[config.mk]
export PLATFORM = sky130hd
export DESIGN_NAME = r_port_arbiter
export DESIGN_NICKNAME = d
export VERILOG_FILES = /design/src/rtl/r_port_arbiter_pkg.sv /design/src/rtl/r_port_arbiter_owner_fifo.sv /design/src/rtl/r_port_arbiter.sv
export SDC_FILE = /design/constraint.sdc
export NUM_CORES = 1
export LEC_CHECK = 0
export CORE_AREA = 2 2 321 323
export DETAILED_ROUTE_END_ITERATION = 10
export DIE_AREA = 0 0 323 325
export HOLD_SLACK_MARGIN = 0.02
export PLACE_DENSITY_LB_ADDON = 0.1
export RECOVER_POWER = 50
export SYNTH_ARGS = -nofsm -noshare
export SYNTH_HDL_FRONTEND = slang
export SYNTH_SLANG_ARGS = --single-unit
[constraint.sdc]
create_clock -name clk -period 1.6 [get_ports clk]
set_input_delay 0.16 -clock clk [delete_from_list [all_inputs] [get_ports clk]]
set_output_delay 0.16 -clock clk [all_outputs]
set_load 0.005 [all_outputs]
[src/rtl/r_port_arbiter_pkg.sv]
// Shared types and sizing helpers for the row_matrix port arbiter.
package r_port_arbiter_pkg;

  typedef enum logic {
    OWNER_A = 1'b0,
    OWNER_B = 1'b1
  } owner_e;

  // One slot per in-flight read plus one so a push can overlap a pop.
  function automatic int owner_fifo_depth(input int mem_latency);
    return mem_latency + 1;
  endfunction

endpackage

[src/rtl/r_port_arbiter_owner_fifo.sv]
// Tracks which requester owns each outstanding read, in issue order.
module owner_fifo
  import r_port_arbiter_pkg::*;
#(
  parameter int DEPTH = 3
) (
  input  logic   clk,
  input  logic   rst,
  input  logic   push_i,
  input  owner_e push_owner_i,
  input  logic   pop_i,
  output owner_e pop_owner_o,
  output logic   full_o,
  output logic   empty_o
);
  localparam int PTR_W = (DEPTH > 1) ? $clog2(DEPTH) : 1;
  localparam int CNT_W = $clog2(DEPTH + 1);

  owner_e            mem_q [DEPTH];
  logic [PTR_W-1:0]  rd_ptr_q, wr_ptr_q;
  logic [CNT_W-1:0]  count_q;
  logic              do_push_s, do_pop_s;

  function automatic logic [PTR_W-1:0] next_ptr(input logic [PTR_W-1:0] ptr);
    return (ptr == PTR_W'(DEPTH - 1)) ? {PTR_W{1'b0}} : ptr + PTR_W'(1);
  endfunction

  assign full_o      = (count_q == CNT_W'(DEPTH));
  assign empty_o     = (count_q == {CNT_W{1'b0}});
  assign pop_owner_o = mem_q[rd_ptr_q];
  assign do_pop_s    = pop_i & ~empty_o;
  assign do_push_s   = push_i & (~full_o | do_pop_s);

  // Pointer, occupancy and storage update.
  always_ff @(posedge clk) begin
    if (rst) begin
      rd_ptr_q <= {PTR_W{1'b0}};
      wr_ptr_q <= {PTR_W{1'b0}};
      count_q  <= {CNT_W{1'b0}};
      for (int i = 0; i < DEPTH; i++) mem_q[i] <= OWNER_A;
    end else begin
      if (do_push_s) begin
        mem_q[wr_ptr_q] <= push_owner_i;
        wr_ptr_q        <= next_ptr(wr_ptr_q);
      end
      if (do_pop_s) rd_ptr_q <= next_ptr(rd_ptr_q);
      case ({do_push_s, do_pop_s})
        2'b10:   count_q <= count_q + CNT_W'(1);
        2'b01:   count_q <= count_q - CNT_W'(1);
        default: count_q <= count_q;
      endcase
    end
  end
endmodule

[src/rtl/r_port_arbiter.sv]
// Two-requester round-robin arbiter for a shared row_matrix with independent
// read and write channels and in-order read response routing.
module r_port_arbiter
  import r_port_arbiter_pkg::*;
#(
  parameter int NUM_ROWS       = 5,
  parameter int NUM_COLS       = 5,
  parameter int SCALAR_BITS    = 32,
  parameter int MEMORY_LATENCY = 2,
  localparam int ADDR_W = $clog2(NUM_ROWS),
  localparam int ROW_W  = NUM_COLS * SCALAR_BITS
) (
  input  logic              clk,
  input  logic              rst,
  input  logic [ADDR_W-1:0] a_row_addr,
  input  logic [ADDR_W-1:0] b_row_addr,
  input  logic              a_row_addr_ready,
  input  logic              b_row_addr_ready,
  output logic              a_row_addr_ack,
  output logic              b_row_addr_ack,
  output logic              a_row_valid,
  output logic              b_row_valid,
  output logic [ROW_W-1:0]  row_out,
  input  logic [ADDR_W-1:0] a_write_row_addr,
  input  logic [ADDR_W-1:0] b_write_row_addr,
  input  logic [ROW_W-1:0]  a_write_data,
  input  logic [ROW_W-1:0]  b_write_data,
  input  logic              a_write_ready,
  input  logic              b_write_ready,
  output logic              a_write_ack,
  output logic              b_write_ack,
  output logic [ADDR_W-1:0] m_row_addr,
  output logic              m_row_addr_ready,
  output logic [ADDR_W-1:0] m_write_row_addr,
  output logic [ROW_W-1:0]  m_write_data,
  output logic              m_write_ready,
  input  logic              m_row_valid,
  input  logic [ROW_W-1:0]  m_row_out,
  output logic              resp_error
);
  localparam int FIFO_DEPTH = owner_fifo_depth(MEMORY_LATENCY);

  logic   rd_last_a_q, rd_last_a_d, wr_last_a_q, wr_last_a_d;
  logic   resp_error_q, resp_error_d;
  logic   rd_a_s, rd_b_s, rd_grant_a_s, rd_grant_b_s;
  logic   wr_grant_a_s, wr_grant_b_s;
  logic   fifo_full_s, fifo_empty_s, pop_s, unexpected_s;
  owner_e pop_owner_s;

  // Grant decode: purely combinational so requests reach memory the same cycle.
  always_comb begin
    // A full FIFO still accepts a read when a response frees a slot this cycle.
    rd_a_s       = a_row_addr_ready & (~fifo_full_s | m_row_valid) & ~rst;
    rd_b_s       = b_row_addr_ready & (~fifo_full_s | m_row_valid) & ~rst;
    rd_grant_a_s = rd_a_s & (~rd_b_s | ~rd_last_a_q);
    rd_grant_b_s = rd_b_s & ~rd_grant_a_s;
    wr_grant_a_s = a_write_ready & ~rst & (~(b_write_ready & ~rst) | ~wr_last_a_q);
    wr_grant_b_s = b_write_ready & ~rst & ~wr_grant_a_s;
    pop_s        = m_row_valid & ~fifo_empty_s & ~rst;
    unexpected_s = m_row_valid & fifo_empty_s & ~rst;

    if (rd_grant_a_s)      rd_last_a_d = 1'b1;
    else if (rd_grant_b_s) rd_last_a_d = 1'b0;
    else                   rd_last_a_d = rd_last_a_q;
    if (wr_grant_a_s)      wr_last_a_d = 1'b1;
    else if (wr_grant_b_s) wr_last_a_d = 1'b0;
    else                   wr_last_a_d = wr_last_a_q;
    resp_error_d = resp_error_q | unexpected_s;
  end

  // Memory-side request mux and requester-side acks/valids.
  always_comb begin
    m_row_addr_ready = rd_grant_a_s | rd_grant_b_s;
    m_write_ready    = wr_grant_a_s | wr_grant_b_s;
    if (rd_grant_b_s)      m_row_addr = b_row_addr;
    else if (rd_grant_a_s) m_row_addr = a_row_addr;
    else                   m_row_addr = {ADDR_W{1'b0}};
    if (wr_grant_b_s) begin
      m_write_row_addr = b_write_row_addr;
      m_write_data     = b_write_data;
    end else if (wr_grant_a_s) begin
      m_write_row_addr = a_write_row_addr;
      m_write_data     = a_write_data;
    end else begin
      m_write_row_addr = {ADDR_W{1'b0}};
      m_write_data     = {ROW_W{1'b0}};
    end
    a_row_addr_ack = rd_grant_a_s;
    b_row_addr_ack = rd_grant_b_s;
    a_write_ack    = wr_grant_a_s;
    b_write_ack    = wr_grant_b_s;
    a_row_valid    = pop_s & (pop_owner_s == OWNER_A);
    b_row_valid    = pop_s & (pop_owner_s == OWNER_B);
    row_out        = rst ? {ROW_W{1'b0}} : m_row_out;
  end

  // Round-robin history and sticky response error.
  always_ff @(posedge clk) begin
    if (rst) begin
      rd_last_a_q  <= 1'b0;
      wr_last_a_q  <= 1'b0;
      resp_error_q <= 1'b0;
    end else begin
      rd_last_a_q  <= rd_last_a_d;
      wr_last_a_q  <= wr_last_a_d;
      resp_error_q <= resp_error_d;
    end
  end

  assign resp_error = resp_error_q;

  owner_fifo #(.DEPTH(FIFO_DEPTH)) u_owner_fifo (
    .clk          (clk),
    .rst          (rst),
    .push_i       (rd_grant_a_s | rd_grant_b_s),
    .push_owner_i (rd_grant_b_s ? OWNER_B : OWNER_A),
    .pop_i        (pop_s),
    .pop_owner_o  (pop_owner_s),
    .full_o       (fifo_full_s),
    .empty_o      (fifo_empty_s)
  );
endmodule

* Yosys cells after proc, flatten, opt, wreduce, memory -nomap -nowiden *
Memories as Yosys holds them, arrays and structs flattened. A register that Yosys moved wholly into a read port is not among the register bits.
Index checks and enable logic that the tools add are counted.

storage, ports and cells
  register bits = 9
  RAM bits = 3
  input bits = 499
  output and inout port bits = 335
  word-level logic and storage cells = 81
  memories = 1

memories
  name                words  width  read ports  clocked after Yosys merged registers in  write ports  RTL line                         source
  u_owner_fifo.mem_q  3      1      1           1                                        3            r_port_arbiter_owner_fifo.sv:19  owner_e mem_q [DEPTH];

cells by class
  $add $sub $neg = 4
  equality and inequality tests = 5
  muxes and demuxes = 25
  bitwise logic cells = 35
  reduce and logical (&&, ||, !) cells = 5

operators by type and width
  operator                                                             number
  160-bit 2-to-1 mux                                                   3
  1-bit AND                                                            18
  1-bit 2-to-1 mux                                                     12
  3-bit 2-to-1 mux                                                     4
  2-bit 2-to-1 mux                                                     5
  1-bit NOT                                                            10
  2-bit == test (second input constant)                                4
  1-bit bitwise OR                                                     7
  2-bit by 1-bit adder with 2-bit output (second input constant)       3
  2-bit nonzero test                                                   3
  2-bit one-hot mux with 2 select lines                                1
  2-bit by 1-bit == test with 1-bit output (second input constant)     1
  2-bit zero test                                                      1
  2-bit by 1-bit subtractor with 2-bit output (second input constant)  1
  1-bit OR reduction                                                   1

* Depth between registers and ports, before layout *
  depth in word-level cells = 17
  depth in mapped cells = 7
  depth with buffers taken out = 6

* Hierarchy *
From an unflattened synthesis, not the netlist that was laid out.

unflattened totals
  cell total of the unflattened synthesis = 465
  area total of the unflattened synthesis = 3515.9 um2

modules (own cells, without submodules)
  module          instances  cells an instance  area an instance (um2)  sequential area each (um2)
  r_port_arbiter  1          412                2971.6                  60.1
  owner_fifo      1          53                 544.3                   280.3

* Least setup slack after synthesis *
Ideal clock, no wire load.

  path type = reg2reg
  start = register u_owner_fifo.count_q[0]
  end = register u_owner_fifo.count_q[1]
  library setup time = 70 ps
  data arrival time = 1501 ps
  required time = 1530 ps
  setup slack = 29 ps
  cell stages (with the launch flop) = 6
  buffers on the path = 0
  period minus slack after synthesis = 1571 ps
  cell sequence = dfxtp_1 > o21ai_1 > nor2_1 > ha_1 > or3_1 > a21oi_1

between the ends
  elaborated cells between the ends (all ways) = 26
  those cells by class = 2 x add/sub; 3 x eq/ne; 1 x mux; 18 x bitwise; 2 x reduce/logical

RTL lines
  what                                                                         RTL line                                               source
  start, declared                                                              r_port_arbiter_owner_fifo.sv:21                        logic [CNT_W-1:0] count_q;
  start signal, assigned                                                       r_port_arbiter_owner_fifo.sv:39                        count_q <= {CNT_W{1'b0}};
  start signal, assigned                                                       r_port_arbiter_owner_fifo.sv:48                        2'b10: count_q <= count_q + CNT_W'(1);
  start signal, assigned                                                       r_port_arbiter_owner_fifo.sv:49                        2'b01: count_q <= count_q - CNT_W'(1);
  2-bit zero test (*)                                                          r_port_arbiter_owner_fifo.sv:29                        assign empty_o = (count_q == {CNT_W{1'b0}});
  1-bit NOT (*)                                                                r_port_arbiter_owner_fifo.sv:31, r_port_arbiter.sv:59
  1-bit AND (2 in series)                                                      r_port_arbiter.sv:59                                   pop_s = m_row_valid & ~fifo_empty_s & ~rst;
  1-bit AND (*)                                                                r_port_arbiter_owner_fifo.sv:31                        assign do_pop_s = pop_i & ~empty_o;
  net u_owner_fifo.do_pop_s                                                    r_port_arbiter_owner_fifo.sv:22                        logic do_push_s, do_pop_s;
  1-bit bitwise OR                                                             r_port_arbiter_owner_fifo.sv:32                        assign do_push_s = push_i & (~full_o | do_pop_s);
  1-bit AND                                                                    r_port_arbiter_owner_fifo.sv:32
  2-bit by 1-bit == test with 1-bit output or 2-bit == test (tied branches)    r_port_arbiter_owner_fifo.sv:47                        case ({do_push_s, do_pop_s})
  2-bit one-hot mux with 2 select lines or 2-bit nonzero test (tied branches)  -

Mark *: on every way through the listed nets, which the timed path passes. The rest lies on a longest branch.
A chain may end at the register's enable or synchronous reset.

* Worst setup path in the final report *
  start = register wr_last_a_q
  end = output port m_write_data[3]

between the ends
  word-level cells in the longest chain between the ends = 6
  elaborated cells between the ends (all ways) = 7
  those cells by class = 2 x mux; 5 x bitwise

RTL lines
  what                    RTL line               source
  start, declared         r_port_arbiter.sv:43   logic rd_last_a_q, rd_last_a_d, wr_last_a_q, wr_last_a_d;
  start signal, assigned  r_port_arbiter.sv:105  wr_last_a_q <= wr_last_a_d;
  1-bit NOT (*)           r_port_arbiter.sv:57   wr_grant_a_s = a_write_ready & ~rst & (~(b_write_ready & ~rst) | ~wr_last_a_q);
  1-bit bitwise OR (*)    r_port_arbiter.sv:57
  1-bit AND (*)           r_port_arbiter.sv:57
  1-bit NOT               r_port_arbiter.sv:58   wr_grant_b_s = b_write_ready & ~rst & ~wr_grant_a_s;
  1-bit AND               r_port_arbiter.sv:58
  160-bit 2-to-1 mux (*)  r_port_arbiter.sv:78   if (wr_grant_b_s) begin
  end, declared           r_port_arbiter.sv:35   output logic [ROW_W-1:0] m_write_data,

Every way passes the cells marked *; elsewhere a longest branch is shown, timed or not.

==> impl_metrics.ini <==
[run_status]
status = finished with violations
failed_checks = setup timing

[timing]
finalClockSkew_ns = 0.0149
finalCritPeriodShare = 1.25
worst_pin_slew_ns = 0.378
fin_setup_tns_ns = -44.75
final_max_slew_viol_count = 0
fmax_ghz = 0.502
rsz0062_at_grt = yes
relSlewSlack = 0.747
hold_violations = 0
timing.final.ws_setup_ns = -0.393
fin_crit_ns = 1.99
setup_violations = 223

[logic_synthesis]
synth_nets = 955
postSynthCellCount = 455
synthTopCellsByArea = a22o_1 (42%), nor2b_1 (29%), dfxtp_1 (6.3%)
synth_top_area_frac = 0.416
ys_seq_area_frac = 0.0981
synth.avg_cell_area_um2 = 7.63
synth_edf_count = 4
ys_seq_elements = 15
async_reset_ff_frac = 0
synth_ff_type = dfxtp_1
ys.warnings.count = 0
netlist_area_um2 = 3470
synth_top_area_cell = a22o_1
synth_cell_type_count = 37

[setup_path]
cp_slowest_cell = dfxtp_4
critical_path.max_fanout = 6
required_ns = 1.44
cpMostUsedCell = buf_16
worstSetupPathType = flop to primary output
crit_path_max_incr_delay_ns = 0.38
ff2ff_path_depth = 6
crit_chain = nor2b_4 > nor3b_4 > buf_12 > buf_16 > buf_8 > buf_16 > a22o_1 > buf_2
critPathCaptureType = primary output
setup.worst_path.start_class = flop
cp.arrival_ns = 1.83

[clocking]
htree_levels = 1
insertion_delay_ns = 0.27
cts.sinks = 15
cts_tree = yes
cts-buffers-inserted = 3
cts_root_buf = clkbuf_16
clockBufferDepth = 2
cts_hold_buf = 0
cts.clk_slew.worst_paths_ns = 0.08

[floorplanning]
dieArea_um2 = 105000
fp-row-count = 117
die_w_um = 323
die_h_um = 325
core_area_um2 = 101000
io_pins = 834
start_util = 0.0343

[grt]
grt_use_total = 0.119
grt_overflow = 0
grt_pass1_vias = 8642
antenna_found_initial = 39
grt_max_degree = 28
grt_pass1_wl_um = 83700

[pwr]
combPwrFrac = 0.796
p_total_mw = 5.08
p_int_mw = 3.35
p_clk_frac = 0.113
switching_share = 0.341
cellPowerDensity_nw_per_um2 = 333
power_leakage_nw = 6.45
ir_drop_v = 0.000283
pwr-share-seq = 0.091
switchingPower_mw = 1.73

[drt]
drc = 0
antenna_left = 0
routed_wl_um = 65900
top_layer = met5
dr_wl_met3_um = 6710
drt_iter0_markers = 199
viasPerCell = 2.82
route.met2.wl_um = 35000
wl_per_cell_um = 23.7
num_vias = 7841
dr.pass1.iters = 4
met1Wirelength_um = 23000

[cells_and_area]
seq_area_um2 = 347
utilization = 0.151
multi_input_area_um2 = 3070
syn_to_final_growth_pct = 339
drive_gt1_frac = 0.284
fin_nets = 1904
nFillCells = 11600

[flow_run]
drv_cap = 0

[placed_design]
dp_hpwl_um = 57500
gp_congestion = 0.776
io_buffers = 833

[worst_hold_path]
hold_path_class = input pin to flop
worstHoldPathCells = 2
[kinds of logic after synthesis]
family	Yosys count	share of synthesized area
AO/OA/AOI/OAI	184	0.457
XOR/XNOR	2	0.00505
adder cells (fa/ha/maj)	1	0.00360
buffers and inverters	60	0.0894
flip-flops	15	0.0981
multiplexers	1	0.00649
AND/OR/NAND/NOR	192	0.340
[synthesized netlist by cell type, types with 2 or more instances]
cell	n
a22o_1	165
nor2b_1	163
buf_2	26
clkbuf_1	16
buf_4	12
dfxtp_1	11
nor2_1	11
a21oi_1	5
edfxtp_1	4
inv_1	4
a32oi_1	3
nand2b_1	3
nor3_1	3
a21o_1	2
clkbuf_4	2
nand2_1	2
o21ba_2	2
or3_1	2
[area by class of cell]
class | instances | share of cell area
inverters | 4 | 0.00123
well taps | 1368 | 0.112
clock inverters | 1 | 0.000328
repair buffers | 1000 | 0.656
multi-input cells | 380 | 0.201
diodes | 6 | 0.000984
clock buffers | 3 | 0.00492
flip-flops and latches | 15 | 0.0227
[worst paths after layout]
check / startpoint / endpoint / slack, ns
setup / recovery: wr_last_a_q / m_write_data[3] / -0.39
hold / removal: rst / wr_last_a_q / 0.24
hold reg to reg: resp_error / resp_error / 0.49
setup reg to reg: u_owner_fifo.count_q[1] / u_owner_fifo.count_q[1] / -0.03
[power groups by stage]
stage | clock (mW) | sequential, mW | combinational [mW]
after floorplan | 0 | 0.469 | 0.818
after global placement | 0 | 0.469 | 3.97
after detailed placement | 0 | 0.471 | 3.95
after CTS | 0.612 | 0.465 | 4.22
after global routing | 0.620 | 0.470 | 4.32
final | 0.572 | 0.465 | 4.04
[cell usage in the layout (no fill, tap or decap), types with 4 or more instances in the layout]
master           instances
a22o_1                 148
a21oi_1                  4
buf_6                   74
clkdlybuf4s25_1         14
clkdlybuf4s50_1        498
dfxtp_1                  8
nor2b_1                157
diode_2                  6
buf_16                  17
dlygate4sd2_1          127
buf_2                  135
a22o_4                  17
nor2b_2                  5
buf_8                   19
buf_12                  48
buf_4                   44
edfxtp_1                 4
clkbuf_4                 7
clkbuf_16                4
clkbuf_1                 8
nor2_1                   9
[stage by stage]
stage	setup WS, ns	hold WS (ns)	std cells	area (um^2)
final	-0.393	0.237	2777	15300
after global routing	-0.466	0.251	2774	15200
after CTS	-0.451	0.251	2771	15300
after detailed placement	-0.875	0.465	2679	14300
after global placement	-0.933	0.472	2679	14300
after floorplan	0.0294	0.276	455	3470
[repair_timing]
action                                  4_1_cts  5_1_grt
gates resized for setup                     924       73
endpoints found under the setup margin      316      189
gates cloned                                 22        1
setup buffers                                72       15
pin swaps                                    72       78
[routing by layer]
metal  vias up  global-route usage
met5         -                   0
met4        56              0.0167
met3        76              0.0494
met2       436               0.231
met1      3670               0.117
li1       3603                   -
[critical path, delay by kind of cell, from the launching register on]
kind | cells | cell delay (ns)
AND/OR/NAND/NOR | 2 | 0.27
flip-flops | 1 | 0.38
buffers and inverters | 5 | 0.72
AO/OA/AOI/OAI | 1 | 0.17
Note: power is estimated with default switching activity, not from simulation.
